==> src/rtl/fp_minmax_stream.sv <==
// fp_minmax_stream
//   Reduces a stream of IEEE-754 operands, one per cycle, to a running
//   minimum or maximum using RISC-V fmin/fmax semantics. Returns the
//   winning value, the index of its first occurrence, the number of
//   operands consumed and the NV flag.
//
// Ports
//   clock      rising-edge clock
//   reset      asynchronous, active-low reset
//   in_valid   operand valid
//   in_ready   block accepts an operand (low while a result is pending)
//   in_data    operand bits, W = 1+EXP_W+MAN_W
//   in_last    final operand of the stream
//   in_mode    0 = min, 1 = max; only sampled on the first operand
//   out_valid  result valid, held until out_ready
//   out_ready  consumer accepts the result
//   out_data   min/max result
//   out_flags  {NV,DZ,OF,UF,NX}; only NV is ever set
//   out_index  index of the winning operand
//   out_count  number of operands consumed
module fp_minmax_stream #(
    parameter int EXP_W = 8,
    parameter int MAN_W = 23,
    parameter int CNT_W = 8
) (
    input  logic                   clock,
    input  logic                   reset,
    input  logic                   in_valid,
    output logic                   in_ready,
    input  logic [EXP_W+MAN_W:0]   in_data,
    input  logic                   in_last,
    input  logic                   in_mode,
    output logic                   out_valid,
    input  logic                   out_ready,
    output logic [EXP_W+MAN_W:0]   out_data,
    output logic [4:0]             out_flags,
    output logic [CNT_W-1:0]       out_index,
    output logic [CNT_W:0]         out_count
);

    localparam int W = 1 + EXP_W + MAN_W;

    // Canonical quiet NaN: positive, exponent all ones, only mantissa MSB set.
    localparam logic [W-1:0] CNAN = {1'b0, {EXP_W{1'b1}}, 1'b1, {(MAN_W-1){1'b0}}};

    // Count value that forces the stream to close regardless of in_last.
    localparam logic [CNT_W:0] CNT_FULL = {1'b1, {CNT_W{1'b0}}};

    typedef enum logic [1:0] {
        IDLE = 2'd0,
        ACC  = 2'd1,
        DONE = 2'd2
    } state_t;

    // ------------------------------------------------------------------
    // Operand classification and ordering
    // ------------------------------------------------------------------
    function automatic logic is_nan(input logic [W-1:0] x);
        return (&x[W-2:MAN_W]) && (|x[MAN_W-1:0]);
    endfunction

    function automatic logic is_snan(input logic [W-1:0] x);
        return is_nan(x) && !x[MAN_W-1];
    endfunction

    // Strict sign-magnitude less-than on non-NaN values; -0 < +0 falls out
    // of the opposite-sign rule.
    function automatic logic fp_lt(input logic [W-1:0] x, input logic [W-1:0] y);
        logic r;
        if (x[W-1] != y[W-1])
            r = x[W-1];
        else if (x[W-1])
            r = x[W-2:0] > y[W-2:0];
        else
            r = x[W-2:0] < y[W-2:0];
        return r;
    endfunction

    // ------------------------------------------------------------------
    // State
    // ------------------------------------------------------------------
    state_t           state, state_nx;
    logic [W-1:0]     acc, acc_nx;
    logic [CNT_W-1:0] idx, idx_nx;
    logic [CNT_W:0]   cnt, cnt_nx;
    logic             mode, mode_nx;
    logic             nv, nv_nx;
    logic             load_out;
    logic             rdy_q;

    logic             xfer;
    logic             a_nan, b_nan, b_snan;
    logic             b_better;
    logic [CNT_W-1:0] cur_idx;

    // rdy_q keeps in_ready low while reset is asserted and for the edge
    // that releases it.
    assign in_ready  = rdy_q && (state != DONE);
    assign out_valid = (state == DONE);
    assign xfer      = in_valid && in_ready;

    assign a_nan   = is_nan(acc);
    assign b_nan   = is_nan(in_data);
    assign b_snan  = is_snan(in_data);
    // Index of the operand being accepted equals the count so far.
    assign cur_idx = cnt[CNT_W-1:0];

    // Strictly better only; ties keep the accumulator (earliest index).
    assign b_better = mode ? fp_lt(acc, in_data) : fp_lt(in_data, acc);

    // ------------------------------------------------------------------
    // Next-state / datapath
    // ------------------------------------------------------------------
    always_comb begin
        state_nx = state;
        acc_nx   = acc;
        idx_nx   = idx;
        cnt_nx   = cnt;
        mode_nx  = mode;
        nv_nx    = nv;
        load_out = 1'b0;

        case (state)
            IDLE: begin
                if (xfer) begin
                    mode_nx = in_mode;
                    acc_nx  = b_nan ? CNAN : in_data;
                    idx_nx  = '0;
                    cnt_nx  = {{CNT_W{1'b0}}, 1'b1};
                    nv_nx   = b_snan;
                    if (in_last) begin
                        state_nx = DONE;
                        load_out = 1'b1;
                    end else begin
                        state_nx = ACC;
                    end
                end
            end

            ACC: begin
                if (xfer) begin
                    cnt_nx = cnt + 1'b1;
                    nv_nx  = nv | b_snan;
                    if (a_nan && b_nan) begin
                        acc_nx = CNAN;
                    end else if (a_nan) begin
                        acc_nx = in_data;
                        idx_nx = cur_idx;
                    end else if (!b_nan && b_better) begin
                        acc_nx = in_data;
                        idx_nx = cur_idx;
                    end
                    if (in_last || (cnt_nx == CNT_FULL)) begin
                        state_nx = DONE;
                        load_out = 1'b1;
                    end
                end
            end

            DONE: begin
                if (out_ready)
                    state_nx = IDLE;
            end

            default: state_nx = IDLE;
        endcase
    end

    // ------------------------------------------------------------------
    // Registers
    // ------------------------------------------------------------------
    always_ff @(posedge clock or negedge reset) begin
        if (!reset) begin
            state <= IDLE;
            rdy_q <= 1'b0;
        end else begin
            state <= state_nx;
            rdy_q <= 1'b1;
        end
    end

    always_ff @(posedge clock or negedge reset) begin
        if (!reset) begin
            acc  <= '0;
            idx  <= '0;
            cnt  <= '0;
            mode <= 1'b0;
            nv   <= 1'b0;
        end else begin
            acc  <= acc_nx;
            idx  <= idx_nx;
            cnt  <= cnt_nx;
            mode <= mode_nx;
            nv   <= nv_nx;
        end
    end

    // Result registers are captured from the final update so they are
    // valid the cycle after the last transfer and hold through DONE.
    always_ff @(posedge clock or negedge reset) begin
        if (!reset) begin
            out_data  <= '0;
            out_flags <= '0;
            out_index <= '0;
            out_count <= '0;
        end else if (load_out) begin
            out_data  <= acc_nx;
            out_flags <= {nv_nx, 4'b0000};
            out_index <= idx_nx;
            out_count <= cnt_nx;
        end
    end

endmodule

==> config.mk <==
export PLATFORM = sky130hd
export DESIGN_NAME = fp_minmax_stream
export DESIGN_NICKNAME = d
export VERILOG_FILES = /design/src/rtl/fp_minmax_stream.sv
export SDC_FILE = /design/constraint.sdc
export NUM_CORES = 1
export LEC_CHECK = 0
export BUFFER_PORTS_ARGS = -buffer_cell sky130_fd_sc_hd__buf_2
export CAP_MARGIN = 20
export CORE_ASPECT_RATIO = 1.75
export CORE_MARGIN = 2
export CORE_UTILIZATION = 51
export DETAILED_ROUTE_END_ITERATION = 16
export GPL_TIMING_DRIVEN = 0
export PLACE_DENSITY_LB_ADDON = 0.15
export SKIP_LAST_GASP = 1
export SYNTH_ARGS = -nofsm -noshare
export SYNTH_HDL_FRONTEND = slang
export SYNTH_SLANG_ARGS = --single-unit
==> constraint.sdc <==
create_clock -name clock -period 2.45 [get_ports clock]
set_clock_uncertainty 0.05 [all_clocks]
set_input_delay 0.735 -clock clock [delete_from_list [all_inputs] [get_ports clock]]
set_output_delay 0.735 -clock clock [all_outputs]
set_load 0.005 [all_outputs]
==> results of run 1 <==
-- cell usage after synthesis, drive strengths merged (2+ instances only) --
cell     count  area share
dfrtp      104        0.45
nand2       60       0.039
o21ai       46       0.043
inv         40       0.026
nor2        39       0.025
mux2        35       0.069
ha          34       0.074
a21oi       28       0.024
a22o        23       0.035
buf         20       0.025
nand3       18       0.016
nor4        15       0.016
clkbuf      13      0.0085
nand4       12       0.014
a22oi       11       0.014
nor3        10      0.0087
nand2b       7      0.0076
o22ai        7      0.0076
or3          6      0.0074
a211oi       5      0.0083
and3         4      0.0061
o21bai       4      0.0052
o31ai        4      0.0076
a221o        3      0.0052
a221oi       3      0.0046
mux2i        3      0.0052
xnor2        3      0.0046
a2111oi      2      0.0065
conb         2      0.0013
o21a         2      0.0028
o2bb2ai      2      0.0030
o31a         2      0.0030
xor2         2      0.0030
-- flip-flops by register name (all words and copies together) (netlist names), 2 cells and up --
register	cells
out_data	32
state	2
cnt	9
out_index	8
acc	32
out_count	9
idx	8
-- cells by family (layout without fill, tap and decap cells) --
kind of cell,after synthesis,in the layout
AOI/OAI and AO/OA,150,150
and+or+nand+nor,178,178
buffers and inverters,73,234
xor gates and xnor gates,5,5
DFF,104,104
muxes,38,38
other,2,5
adders and majority gates,34,34
-- through the flow --
step                cells  utilization
CTS                   874        0.728
detailed placement    809        0.597
global route          880        0.746
floorplan             587            -
global placement      808        0.594
finish                880        0.746
-- cell type report --
cell class                      count  area (µm²)  share of cell area
Inverter                           40         153              0.0185
Timing Repair Buffer              146        1170               0.142
Buffer                             32         313              0.0380
Clock buffer                       11         243              0.0295
Sequential cell                   104        2610               0.317
Clock inverter                      5        56.3             0.00684
Tap cell                          132         165              0.0201
Multi-Input combinational cell    410        3530               0.428
-- power groups by stage --
stage,registers [mW],clock network [mW],logic (mW)
after floorplan,2.62,0,1.68
after global placement,2.70,0,2.41
after detailed placement,2.71,0,2.51
after CTS,2.63,1.49,3.53
after global routing,2.70,1.55,4.00
final,2.65,1.48,3.72
-- routing by layer --
| metal | global-route usage | up-vias |
|---|---|---|
| li1 | - | 2424 |
| met4 | 0.230 | 0 |
| met3 | 0.0405 | 87 |
| met1 | 0.321 | 2643 |
| met2 | 0.573 | 240 |
| met5 | 0 | - |
-- how the worst min path moves through the flow --
| stage | startpoint | endpoint | slack (ns) | depth (start not counted) |
|---|---|---|---|---|
| after detailed placement | out_index[4]$_DFFE_PN0P_ | out_index[4]$_DFFE_PN0P_ | 0.42 | 2 |
| after global routing | reset | rdy_q$_DFF_PN0_ | 0.43 | 1 |
| after floorplan | reset | acc[0]$_DFF_PN0_ | 0.39 | 0 |
| after global placement | out_index[4]$_DFFE_PN0P_ | out_index[4]$_DFFE_PN0P_ | 0.42 | 2 |
| after CTS | reset | idx[0]$_DFF_PN0_ | 0.41 | 1 |
| final | reset | rdy_q$_DFF_PN0_ | 0.39 | 1 |
-- timing repair --
item,CTS,global route
gates resized for setup,140,36
setup buffers,41,9
hold endpoints to repair,0,0
endpoints found under the setup margin,94,94
pin swaps,50,21
cloned,8,0
==> flow_summary.html, run 1 <==
<table>
<tr><th>Metric</th><th>Value</th></tr>
<tr><th colspan="2">Outcome</th></tr>
<tr><td>Status</td><td>complete, but fails checks</td></tr>
<tr><td>Violations in the final reports</td><td>setup timing</td></tr>
<tr><th colspan="2">Worst setup path</th></tr>
<tr><td>Max Fanout on Critical Path</td><td>8</td></tr>
<tr><td>Largest stage delay on the critical path</td><td>0.38 ns</td></tr>
<tr><td>Critical path launch point</td><td>in_data[26]</td></tr>
<tr><td>Largest delay contributor family on the critical path</td><td>compound AO/OA/AOI/OAI gates</td></tr>
<tr><td>Capturing element of the worst setup path</td><td>out_index[7]$_DFFE_PN0P_</td></tr>
<tr><td>Critical Path, Cell by Cell</td><td>buf_12 -&gt; ha_4 -&gt; nand4_1 -&gt; buf_4 -&gt; nor2_4 -&gt; a22oi_2 -&gt; and3b_2 -&gt; a211o_4 -&gt; o31ai_4 -&gt; buf_6 -&gt; nor3_4 -&gt; a221o_1</td></tr>
<tr><td>Crit end category</td><td>flip-flop</td></tr>
<tr><td>Critical register-to-register path startpoint</td><td>acc[23]$_DFF_PN0_</td></tr>
<tr><td>Number of cell instances on the worst register-to-register path</td><td>12</td></tr>
<tr><td>Flop-to-flop setup slack</td><td>-0.52 ns</td></tr>
<tr><td>Arrival time at the worst endpoint</td><td>3.17 ns</td></tr>
<tr><td>Critical path data required time</td><td>2.63 ns</td></tr>
<tr><td>Capture instance of the worst register-to-register path</td><td>out_index[7]$_DFFE_PN0P_</td></tr>
<tr><td>Critical setup path kind</td><td>in -&gt; reg</td></tr>
<tr><td>Count of buffering cells on the critical path with inverters included</td><td>3</td></tr>
<tr><td>Total number of cells along the worst setup path</td><td>12</td></tr>
<tr><td>Sort of element at the start of the critical path</td><td>primary input</td></tr>
<tr><td>CP max stage cell</td><td>sky130_fd_sc_hd__a211o_4</td></tr>
<tr><th colspan="2">Floorplanning</th></tr>
<tr><td>Height of the chip</td><td>145 µm</td></tr>
<tr><td>Floorplan die width</td><td>84.3 µm</td></tr>
<tr><td>Die Footprint</td><td>12200 µm²</td></tr>
<tr><td>Standard cell core area</td><td>11000 µm²</td></tr>
<tr><td>Boundary Pins</td><td>94</td></tr>
<tr><td>Core Rows</td><td>51</td></tr>
<tr><td>Initial core utilization</td><td>0.522</td></tr>
<tr><th colspan="2">Global routing</th></tr>
<tr><td>GRT Resource Usage Total</td><td>0.312</td></tr>
<tr><td>Largest net degree at the start of global routing</td><td>54</td></tr>
<tr><td>Number of global-route vias before repair</td><td>5660</td></tr>
<tr><td>Wire length of the first global-routing pass</td><td>29.2 mm</td></tr>
<tr><td>Overflow after GRT</td><td>0</td></tr>
<tr><td>Number of antenna violations at the first check in global routing</td><td>0</td></tr>
<tr><th colspan="2">Clock network</th></tr>
<tr><td>Cts hold-fix bufs</td><td>0</td></tr>
<tr><td>Number of clock sinks seen by CTS</td><td>104</td></tr>
<tr><td>Maximum buffer depth of the clock tree</td><td>2</td></tr>
<tr><td>Post-CTS clock slew at the launch and capture registers of the worst setup and hold paths</td><td>0.07 ns</td></tr>
<tr><td>CTS Buf Count</td><td>9</td></tr>
<tr><td>Number of H-tree levels</td><td>3</td></tr>
<tr><td>CTS tree</td><td>yes</td></tr>
<tr><td>Root Buffer Master</td><td>sky130_fd_sc_hd__clkbuf_16</td></tr>
<tr><td>Clock latency on the worst-skew pair</td><td>0.35 ns</td></tr>
<tr><th colspan="2">STA</th></tr>
<tr><td>Fin. max-slew vios</td><td>0</td></tr>
<tr><td>Worst slew pin tran</td><td>0.753 ns</td></tr>
<tr><td>Total Neg Setup Slack</td><td>-35.25 ns</td></tr>
<tr><td>Final worst-path cycle share</td><td>1.22</td></tr>
<tr><td>Setup ws final</td><td>-0.540 ns</td></tr>
<tr><td>Worst hold margin</td><td>0.387 ns</td></tr>
<tr><td>Setup repair after global routing missed its margin</td><td>true</td></tr>
<tr><td>Post-layout minimum cycle time</td><td>2.99 ns</td></tr>
<tr><td>Max transition margin</td><td>0.498</td></tr>
<tr><td>Setup violations, final</td><td>90</td></tr>
<tr><td>Final Hold Viols</td><td>0</td></tr>
<tr><td>Top achievable clock speed</td><td>334 MHz</td></tr>
<tr><th colspan="2">Pwr</th></tr>
<tr><td>Sum of internal, switching and leakage power</td><td>7.85 mW</td></tr>
<tr><td>Cell internal power dissipation</td><td>4.98 mW</td></tr>
<tr><td>Net switching fraction of the power</td><td>0.366</td></tr>
<tr><td>Part of the total power dissipated in the clock network</td><td>0.188</td></tr>
<tr><td>Maximum ir drop on the vdd rail</td><td>0.638 mV</td></tr>
<tr><td>Net Switching</td><td>2.87 mW</td></tr>
<tr><td>Leakage power summed over all cells</td><td>3.76 nW</td></tr>
<tr><td>PwrDens</td><td>953 nW/µm²</td></tr>
<tr><td>Sequential fraction of design power</td><td>0.337</td></tr>
<tr><td>Fraction of power consumed by combinational cells</td><td>0.474</td></tr>
<tr><th colspan="2">Cells and area</th></tr>
<tr><td>Total Nets Final</td><td>815</td></tr>
<tr><td>Antenna cells</td><td>0</td></tr>
<tr><td>Most frequent standard cell in the layout excluding fill and tap cells</td><td>sky130_fd_sc_hd__dfrtp_1</td></tr>
<tr><td>Area Growth Syn to Fin</td><td>43.0%</td></tr>
<tr><td>Area of all placed cells without fillers</td><td>8240 µm²</td></tr>
<tr><td>Filler Cells Inserted</td><td>765</td></tr>
<tr><td>Highest-count cells in the layout ignoring fill and taps</td><td>100 x sky130_fd_sc_hd__dfrtp_1, 73 x sky130_fd_sc_hd__buf_2, 58 x sky130_fd_sc_hd__nand2_1, 45 x sky130_fd_sc_hd__buf_4, 37 x sky130_fd_sc_hd__nor2_1</td></tr>
<tr><td>Fraction of layout instances using a drive strength above 1</td><td>0.414</td></tr>
<tr><th colspan="2">Placed design</th></tr>
<tr><td>Post-Place Setup Slack</td><td>-1.03 ns</td></tr>
<tr><td>Total of buffers placed on input and output ports</td><td>89</td></tr>
<tr><td>Gpl congestion</td><td>0.885</td></tr>
<tr><td>Detailed placer's ending HPWL</td><td>12.3 mm</td></tr>
<tr><td>Cell area reported after detailed placement</td><td>6590 µm²</td></tr>
<tr><th colspan="2">Routing</th></tr>
<tr><td>Post-DRT Antenna Nets</td><td>0</td></tr>
<tr><td>Met2 wirelength from detailed routing</td><td>10.1 mm</td></tr>
<tr><td>Via count of the routed design</td><td>5394</td></tr>
<tr><td>Via-per-instance ratio</td><td>6.13</td></tr>
<tr><td>Router iterations before antenna repair</td><td>5</td></tr>
<tr><td>Sum of routed wire length over all layers</td><td>18.7 mm</td></tr>
<tr><td># DRC</td><td>0</td></tr>
<tr><td>DR WL/cell</td><td>21.2 µm</td></tr>
<tr><td>Starting DRT DRC Count</td><td>340</td></tr>
<tr><td>Met3 routed WL</td><td>777 µm</td></tr>
<tr><td>Met1 routed wirelength after detailed routing</td><td>6.45 mm</td></tr>
<tr><td>Uppermost layer routed</td><td>met4</td></tr>
<tr><th colspan="2">Synth</th></tr>
<tr><td>Cells after synthesis</td><td>584</td></tr>
<tr><td>Dominant combinational cell family by area after synthesis</td><td>compound AO/OA/AOI/OAI gates</td></tr>
<tr><td>Async SR Flop Fraction</td><td>1.00</td></tr>
<tr><td>Yosys warnings</td><td>0</td></tr>
<tr><td>Flip-flop and latch count after synthesis</td><td>104</td></tr>
<tr><td>Share of synthesized area occupied by flip-flops and latches</td><td>0.452</td></tr>
<tr><td>Synth unique cells</td><td>63</td></tr>
<tr><td>Share of synthesized cell area in and, or, nand and nor gates</td><td>0.150</td></tr>
<tr><td>Post-synthesis share of cell area spent on xor and xnor gates</td><td>0.00761</td></tr>
<tr><td>Post-synth design cell area</td><td>5760 µm²</td></tr>
<tr><td>Adder-cell area share of the yosys netlist</td><td>0.0739</td></tr>
<tr><td>Number of enable flip-flop cells after synthesis</td><td>0</td></tr>
<tr><td>Per-instance average area after synthesis</td><td>9.86 µm²</td></tr>
<tr><td>Area fraction in compound gates after synthesis</td><td>0.182</td></tr>
<tr><td>Post-synth top flop</td><td>sky130_fd_sc_hd__dfrtp_1</td></tr>
<tr><td>Multiplexer share of the synthesized area</td><td>0.0743</td></tr>
<tr><th colspan="2">Hold path</th></tr>
<tr><td>Worst hold path class</td><td>in -&gt; async</td></tr>
<tr><th colspan="2">Run</th></tr>
<tr><td>Reported max-cap violation count</td><td>0</td></tr>
</table>
No activity file was read; power rests on OpenSTA's default activity.
==> inputs of run 2 (changes only) <==
--- a/config.mk
+++ b/config.mk
@@ -5,11 +5,12 @@
 export SDC_FILE = /design/constraint.sdc
 export NUM_CORES = 1
 export LEC_CHECK = 0
+export ABC_AREA = 1
 export BUFFER_PORTS_ARGS = -buffer_cell sky130_fd_sc_hd__buf_2
 export CAP_MARGIN = 20
 export CORE_ASPECT_RATIO = 1.75
 export CORE_MARGIN = 2
-export CORE_UTILIZATION = 51
+export CORE_UTILIZATION = 52
 export DETAILED_ROUTE_END_ITERATION = 16
 export GPL_TIMING_DRIVEN = 0
 export PLACE_DENSITY_LB_ADDON = 0.15
==> flow_summary.html, run 2 <==
<table>
<tr><th>Metric</th><th>Value</th></tr>
<tr><th colspan="2">Clock network</th></tr>
<tr><td>CTS tree</td><td>yes</td></tr>
<tr><td>Post-CTS clock slew at the launch and capture registers of the worst setup and hold paths</td><td>0.08 ns (about the same)</td></tr>
<tr><td>Root Buffer Master</td><td>sky130_fd_sc_hd__clkbuf_16</td></tr>
<tr><td>Number of clock sinks seen by CTS</td><td>104 (unchanged)</td></tr>
<tr><td>Number of H-tree levels</td><td>3 (unchanged)</td></tr>
<tr><td>Maximum buffer depth of the clock tree</td><td>2 (unchanged)</td></tr>
<tr><td>CTS Buf Count</td><td>9 (unchanged)</td></tr>
<tr><td>Cts hold-fix bufs</td><td>0 (unchanged)</td></tr>
<tr><td>Clock latency on the worst-skew pair</td><td>0.36 ns (about the same)</td></tr>
<tr><th colspan="2">Floorplanning</th></tr>
<tr><td>Core Rows</td><td>53 (+3.9%)</td></tr>
<tr><td>Floorplan die width</td><td>88.3 µm (+4.7%)</td></tr>
<tr><td>Die Footprint</td><td>13400 µm² (+9.8%)</td></tr>
<tr><td>Boundary Pins</td><td>94 (unchanged)</td></tr>
<tr><td>Initial core utilization</td><td>0.536 (+0.0143)</td></tr>
<tr><td>Standard cell core area</td><td>12100 µm² (+9.3%)</td></tr>
<tr><td>Height of the chip</td><td>152 µm (+4.8%)</td></tr>
<tr><th colspan="2">Synth</th></tr>
<tr><td>Share of synthesized area occupied by flip-flops and latches</td><td>0.402 (-0.0496)</td></tr>
<tr><td>Top-count cell post-synth</td><td>sky130_fd_sc_hd__nand2_1</td></tr>
<tr><td>Post-synth top flop</td><td>sky130_fd_sc_hd__dfrtp_1</td></tr>
<tr><td>Leading area contributor after synthesis</td><td>sky130_fd_sc_hd__dfrtp_1</td></tr>
<tr><td>Share of the synthesized area in the top cell type</td><td>0.402 (-0.0496)</td></tr>
<tr><td>Flip-flop and latch count after synthesis</td><td>104 (unchanged)</td></tr>
<tr><td>Most area-consuming cells after synthesis</td><td>sky130_fd_sc_hd__dfrtp_1 40%, sky130_fd_sc_hd__nand2_1 19%, sky130_fd_sc_hd__ha_1 6.6%, sky130_fd_sc_hd__inv_1 5.9%, sky130_fd_sc_hd__nand3_1 5.0%</td></tr>
<tr><td>Post-synth design cell area</td><td>6470 µm² (+12%)</td></tr>
<tr><td>Most numerous cell types in the synthesized netlist</td><td>319 x sky130_fd_sc_hd__nand2_1, 104 x sky130_fd_sc_hd__dfrtp_1, 102 x sky130_fd_sc_hd__inv_1, 64 x sky130_fd_sc_hd__nand3_1, 52 x sky130_fd_sc_hd__a21oi_1</td></tr>
<tr><td>Async SR Flop Fraction</td><td>1.00 (unchanged)</td></tr>
<tr><td>Synth unique cells</td><td>39 (-38%)</td></tr>
<tr><td>Number of enable flip-flop cells after synthesis</td><td>0 (unchanged)</td></tr>
<tr><td>Per-instance average area after synthesis</td><td>7.37 µm² (-25%)</td></tr>
<tr><td>Yosys warnings</td><td>0 (unchanged)</td></tr>
<tr><td>Cells after synthesis</td><td>877 (+50%)</td></tr>
<tr><th colspan="2">Run</th></tr>
<tr><td>Reported max-cap violation count</td><td>0 (unchanged)</td></tr>
<tr><th colspan="2">Worst setup path</th></tr>
<tr><td>Critical Path, Cell by Cell</td><td>buf_2 -&gt; inv_1 -&gt; nand4_1 -&gt; nor4_1 -&gt; nand4_1 -&gt; nand2_4 -&gt; clkbuf_1 -&gt; nand2_1 -&gt; o22ai_1 -&gt; a21oi_1 -&gt; nand2_2 -&gt; nand2_1 -&gt; nand2_1</td></tr>
<tr><td>Largest stage delay on the critical path</td><td>0.47 ns (+0.09 ns)</td></tr>
<tr><td>Max Fanout on Critical Path</td><td>10 (+2)</td></tr>
<tr><td>Arrival time at the worst endpoint</td><td>2.96 ns (-0.21 ns)</td></tr>
<tr><td>Largest delay contributor family on the critical path</td><td>simple AND/OR/NAND/NOR gates</td></tr>
<tr><td>Critical path data required time</td><td>2.70 ns (+0.07 ns)</td></tr>
<tr><td>Count of buffering cells on the critical path with inverters included</td><td>3 (unchanged)</td></tr>
<tr><td>CP max stage cell</td><td>sky130_fd_sc_hd__clkbuf_1</td></tr>
<tr><td>Sort of element at the start of the critical path</td><td>primary input</td></tr>
<tr><td>Crit end category</td><td>flip-flop</td></tr>
<tr><td>Cell occurring most often along the worst timing path</td><td>sky130_fd_sc_hd__nand2_1</td></tr>
<tr><td>Critical setup path kind</td><td>in -&gt; reg</td></tr>
<tr><th colspan="2">Routing</th></tr>
<tr><td>Starting DRT DRC Count</td><td>437 (+29%)</td></tr>
<tr><td>Via count of the routed design</td><td>6475 (+20%)</td></tr>
<tr><td>Post-DRT Antenna Nets</td><td>0 (unchanged)</td></tr>
<tr><td>DR WL/cell</td><td>16.7 µm (-22%)</td></tr>
<tr><td>Sum of routed wire length over all layers</td><td>19.7 mm (+5.1%)</td></tr>
<tr><td># DRC</td><td>0 (unchanged)</td></tr>
<tr><td>Via-per-instance ratio</td><td>5.49 (-10%)</td></tr>
<tr><td>Router iterations before antenna repair</td><td>5 (unchanged)</td></tr>
<tr><th colspan="2">Pwr</th></tr>
<tr><td>PwrDens</td><td>1250 nW/µm² (+31%)</td></tr>
<tr><td>Sum of internal, switching and leakage power</td><td>10.6 mW (+35%)</td></tr>
<tr><td>Maximum ir drop on the vdd rail</td><td>0.658 mV (+3.1%)</td></tr>
<tr><td>Leakage power summed over all cells</td><td>4.39 nW (+17%)</td></tr>
<tr><th colspan="2">Global routing</th></tr>
<tr><td>Number of antenna violations at the first check in global routing</td><td>0 (unchanged)</td></tr>
<tr><td>Wire length of the first global-routing pass</td><td>29.8 mm (+1.9%)</td></tr>
<tr><td>GRT Resource Usage Total</td><td>0.291 (-0.0210)</td></tr>
<tr><td>Number of global-route vias before repair</td><td>6057 (+7.0%)</td></tr>
<tr><td>Largest net degree at the start of global routing</td><td>68 (+26%)</td></tr>
<tr><td>Overflow after GRT</td><td>0 (unchanged)</td></tr>
<tr><th colspan="2">STA</th></tr>
<tr><td>Final Hold Viols</td><td>0 (unchanged)</td></tr>
<tr><td>Total Neg Setup Slack</td><td>-12.22 ns (+23.04 ns)</td></tr>
<tr><td>Setup violations, final</td><td>80 (-11%)</td></tr>
<tr><td>Post-layout minimum cycle time</td><td>2.71 ns (-0.277 ns)</td></tr>
<tr><td>Fin. max-slew vios</td><td>0 (unchanged)</td></tr>
<tr><td>Top achievable clock speed</td><td>369 MHz (+10%)</td></tr>
<tr><td>Max transition margin</td><td>0.515 (+0.0172)</td></tr>
<tr><td>Worst hold margin</td><td>0.292 ns (-0.0946 ns)</td></tr>
<tr><td>Worst slew pin tran</td><td>0.727 ns (-0.0258 ns)</td></tr>
<tr><td>Setup repair after global routing missed its margin</td><td>true</td></tr>
<tr><td>Final worst-path cycle share</td><td>1.11 (-0.113)</td></tr>
<tr><td>Setup ws final</td><td>-0.263 ns (+0.277 ns)</td></tr>
<tr><th colspan="2">Cells and area</th></tr>
<tr><td>Largest registers</td><td>acc x32, out_data x32</td></tr>
<tr><td>Final standard cell utilization of the core</td><td>0.703 (-0.0426)</td></tr>
<tr><td>Highest-count cells in the layout ignoring fill and taps</td><td>287 x sky130_fd_sc_hd__nand2_1, 104 x sky130_fd_sc_hd__dfrtp_1, 86 x sky130_fd_sc_hd__buf_2, 85 x sky130_fd_sc_hd__inv_1, 48 x sky130_fd_sc_hd__a21oi_1</td></tr>
<tr><td>Area Growth Syn to Fin</td><td>31.3%</td></tr>
<tr><td>Total Nets Final</td><td>1081 (+33%)</td></tr>
<tr><td>Fraction of layout instances using a drive strength above 1</td><td>0.301 (-0.114)</td></tr>
<tr><td>Most frequent standard cell in the layout excluding fill and tap cells</td><td>sky130_fd_sc_hd__nand2_1</td></tr>
<tr><td>Antenna cells</td><td>0 (unchanged)</td></tr>
<tr><th colspan="2">Hold path</th></tr>
<tr><td>Worst hold path class</td><td>in -&gt; async</td></tr>
<tr><th colspan="2">Placed design</th></tr>
<tr><td>Detailed placer's ending HPWL</td><td>13.7 mm (+11%)</td></tr>
<tr><td>Total of buffers placed on input and output ports</td><td>89 (unchanged)</td></tr>
<tr><td>Gpl congestion</td><td>0.936 (+5.8%)</td></tr>
<tr><th colspan="2">Outcome</th></tr>
<tr><td>Violations in the final reports</td><td>setup timing</td></tr>
<tr><td>Status</td><td>complete, but fails checks</td></tr>
</table>
## run 2: changes by cell type in the layout (fill, tap and decap cells not counted), sizes merged, moves of 7 or more
cell	previous run	this run
a21oi	28	52
nand2b	7	0
nand3	18	66
buf	165	144
nor3	10	3
a22oi	11	0
nand2	60	330
mux2	35	0
a22o	23	0
inv	40	111
o21ai	46	38
a311oi	0	17
## run 2: final timing paths
path	startpoint	to	slack [ns]	cells after the start
setup / recovery	in_data[2]	out_data[19]$_DFFE_PN0P_	-0.26	13
hold / removal	reset	out_data[10]$_DFFE_PN0P_	0.29	1
setup reg to reg	acc[8]$_DFF_PN0_	out_data[17]$_DFFE_PN0P_	-0.24	23
hold reg to reg	out_data[18]$_DFFE_PN0P_	out_data[18]$_DFFE_PN0P_	0.42	2
max in group asynchronous	reset	acc[22]$_DFF_PN0_	1.35	2
min in group clock	out_data[18]$_DFFE_PN0P_	out_data[18]$_DFFE_PN0P_	0.42	2
## run 2: cell type report
cell class / instances / area (µm²)
Multi-Input combinational cell: 628 / 3840
Fill cell: 1071 / 3580
Sequential cell: 104 / 2600
Timing Repair Buffer: 118 / 800
Inverter: 110 / 429
Buffer: 38 / 282
Clock buffer: 10 / 229
Tap cell: 165 / 206
Clock inverter: 6 / 97.6
## run 2: per-stage QoR
| stage | std cells | instance area, µm² | worst slack [ns] |
|---|---|---|---|
| floorplan | 880 | 6610 | -0.155 |
| global placement | 1134 | 7260 | -0.830 |
| detailed placement | 1135 | 7290 | -0.860 |
| CTS | 1166 | 8200 | -0.169 |
| global route | 1179 | 8490 | -0.398 |
| finish | 1179 | 8490 | -0.263 |
## run 2: layer usage
layer	vias up	routed length, µm	global-route usage
met5	-	0	0
met4	0	1110	0.162
met3	86	1010	0.0466
met2	278	10300	0.512
met1	3002	7230	0.328
li1	3109	-	-
## run 2: worst reg2reg max path, cell delays in order (launching register included)
cell	delay (ns)
sky130_fd_sc_hd__dfrtp_1	0.42
sky130_fd_sc_hd__inv_2	0.11
sky130_fd_sc_hd__ha_4	0.22
sky130_fd_sc_hd__nand2_1	0.09
sky130_fd_sc_hd__nand2_1	0.07
sky130_fd_sc_hd__nand2_2	0.07
sky130_fd_sc_hd__nand2_2	0.06
sky130_fd_sc_hd__a21oi_4	0.17
sky130_fd_sc_hd__nand2_1	0.07
sky130_fd_sc_hd__nand2_1	0.07
sky130_fd_sc_hd__nand2_2	0.07
sky130_fd_sc_hd__nand2_2	0.07
sky130_fd_sc_hd__nand2_1	0.05
sky130_fd_sc_hd__nand2_1	0.08
sky130_fd_sc_hd__nand2_2	0.06
sky130_fd_sc_hd__nand3_4	0.10
sky130_fd_sc_hd__nand2_8	0.13
sky130_fd_sc_hd__inv_8	0.13
sky130_fd_sc_hd__buf_8	0.13
sky130_fd_sc_hd__nand2_1	0.05
sky130_fd_sc_hd__nand3_1	0.09
sky130_fd_sc_hd__nand2_2	0.09
sky130_fd_sc_hd__nand2_1	0.08
sky130_fd_sc_hd__nand2_1	0.05
## run 2: repair_timing
| item | in CTS | in global routing |
|---|---|---|
| cloned | 2 | 2 |
| pin swaps | 23 | 17 |
| endpoints found under the setup margin | 80 | 92 |
| resized for setup | 93 | 58 |
| buffers inserted | 14 | 12 |
## run 2: logic make-up after synthesis
kind of cell / synth area share
buffers and inverters: 0.104
DFF: 0.402
adders and majority gates: 0.0658
and+or+nand+nor: 0.302
AOI/OAI and AO/OA: 0.117
other: 0.00116
xor gates and xnor gates: 0.00813
## run 2: power breakdown
part / switching [mW] / internal (mW)
logic: 3.63 / 2.55
clock network: 0.694 / 0.913
registers: 0.426 / 2.42
total: 4.75 / 5.89
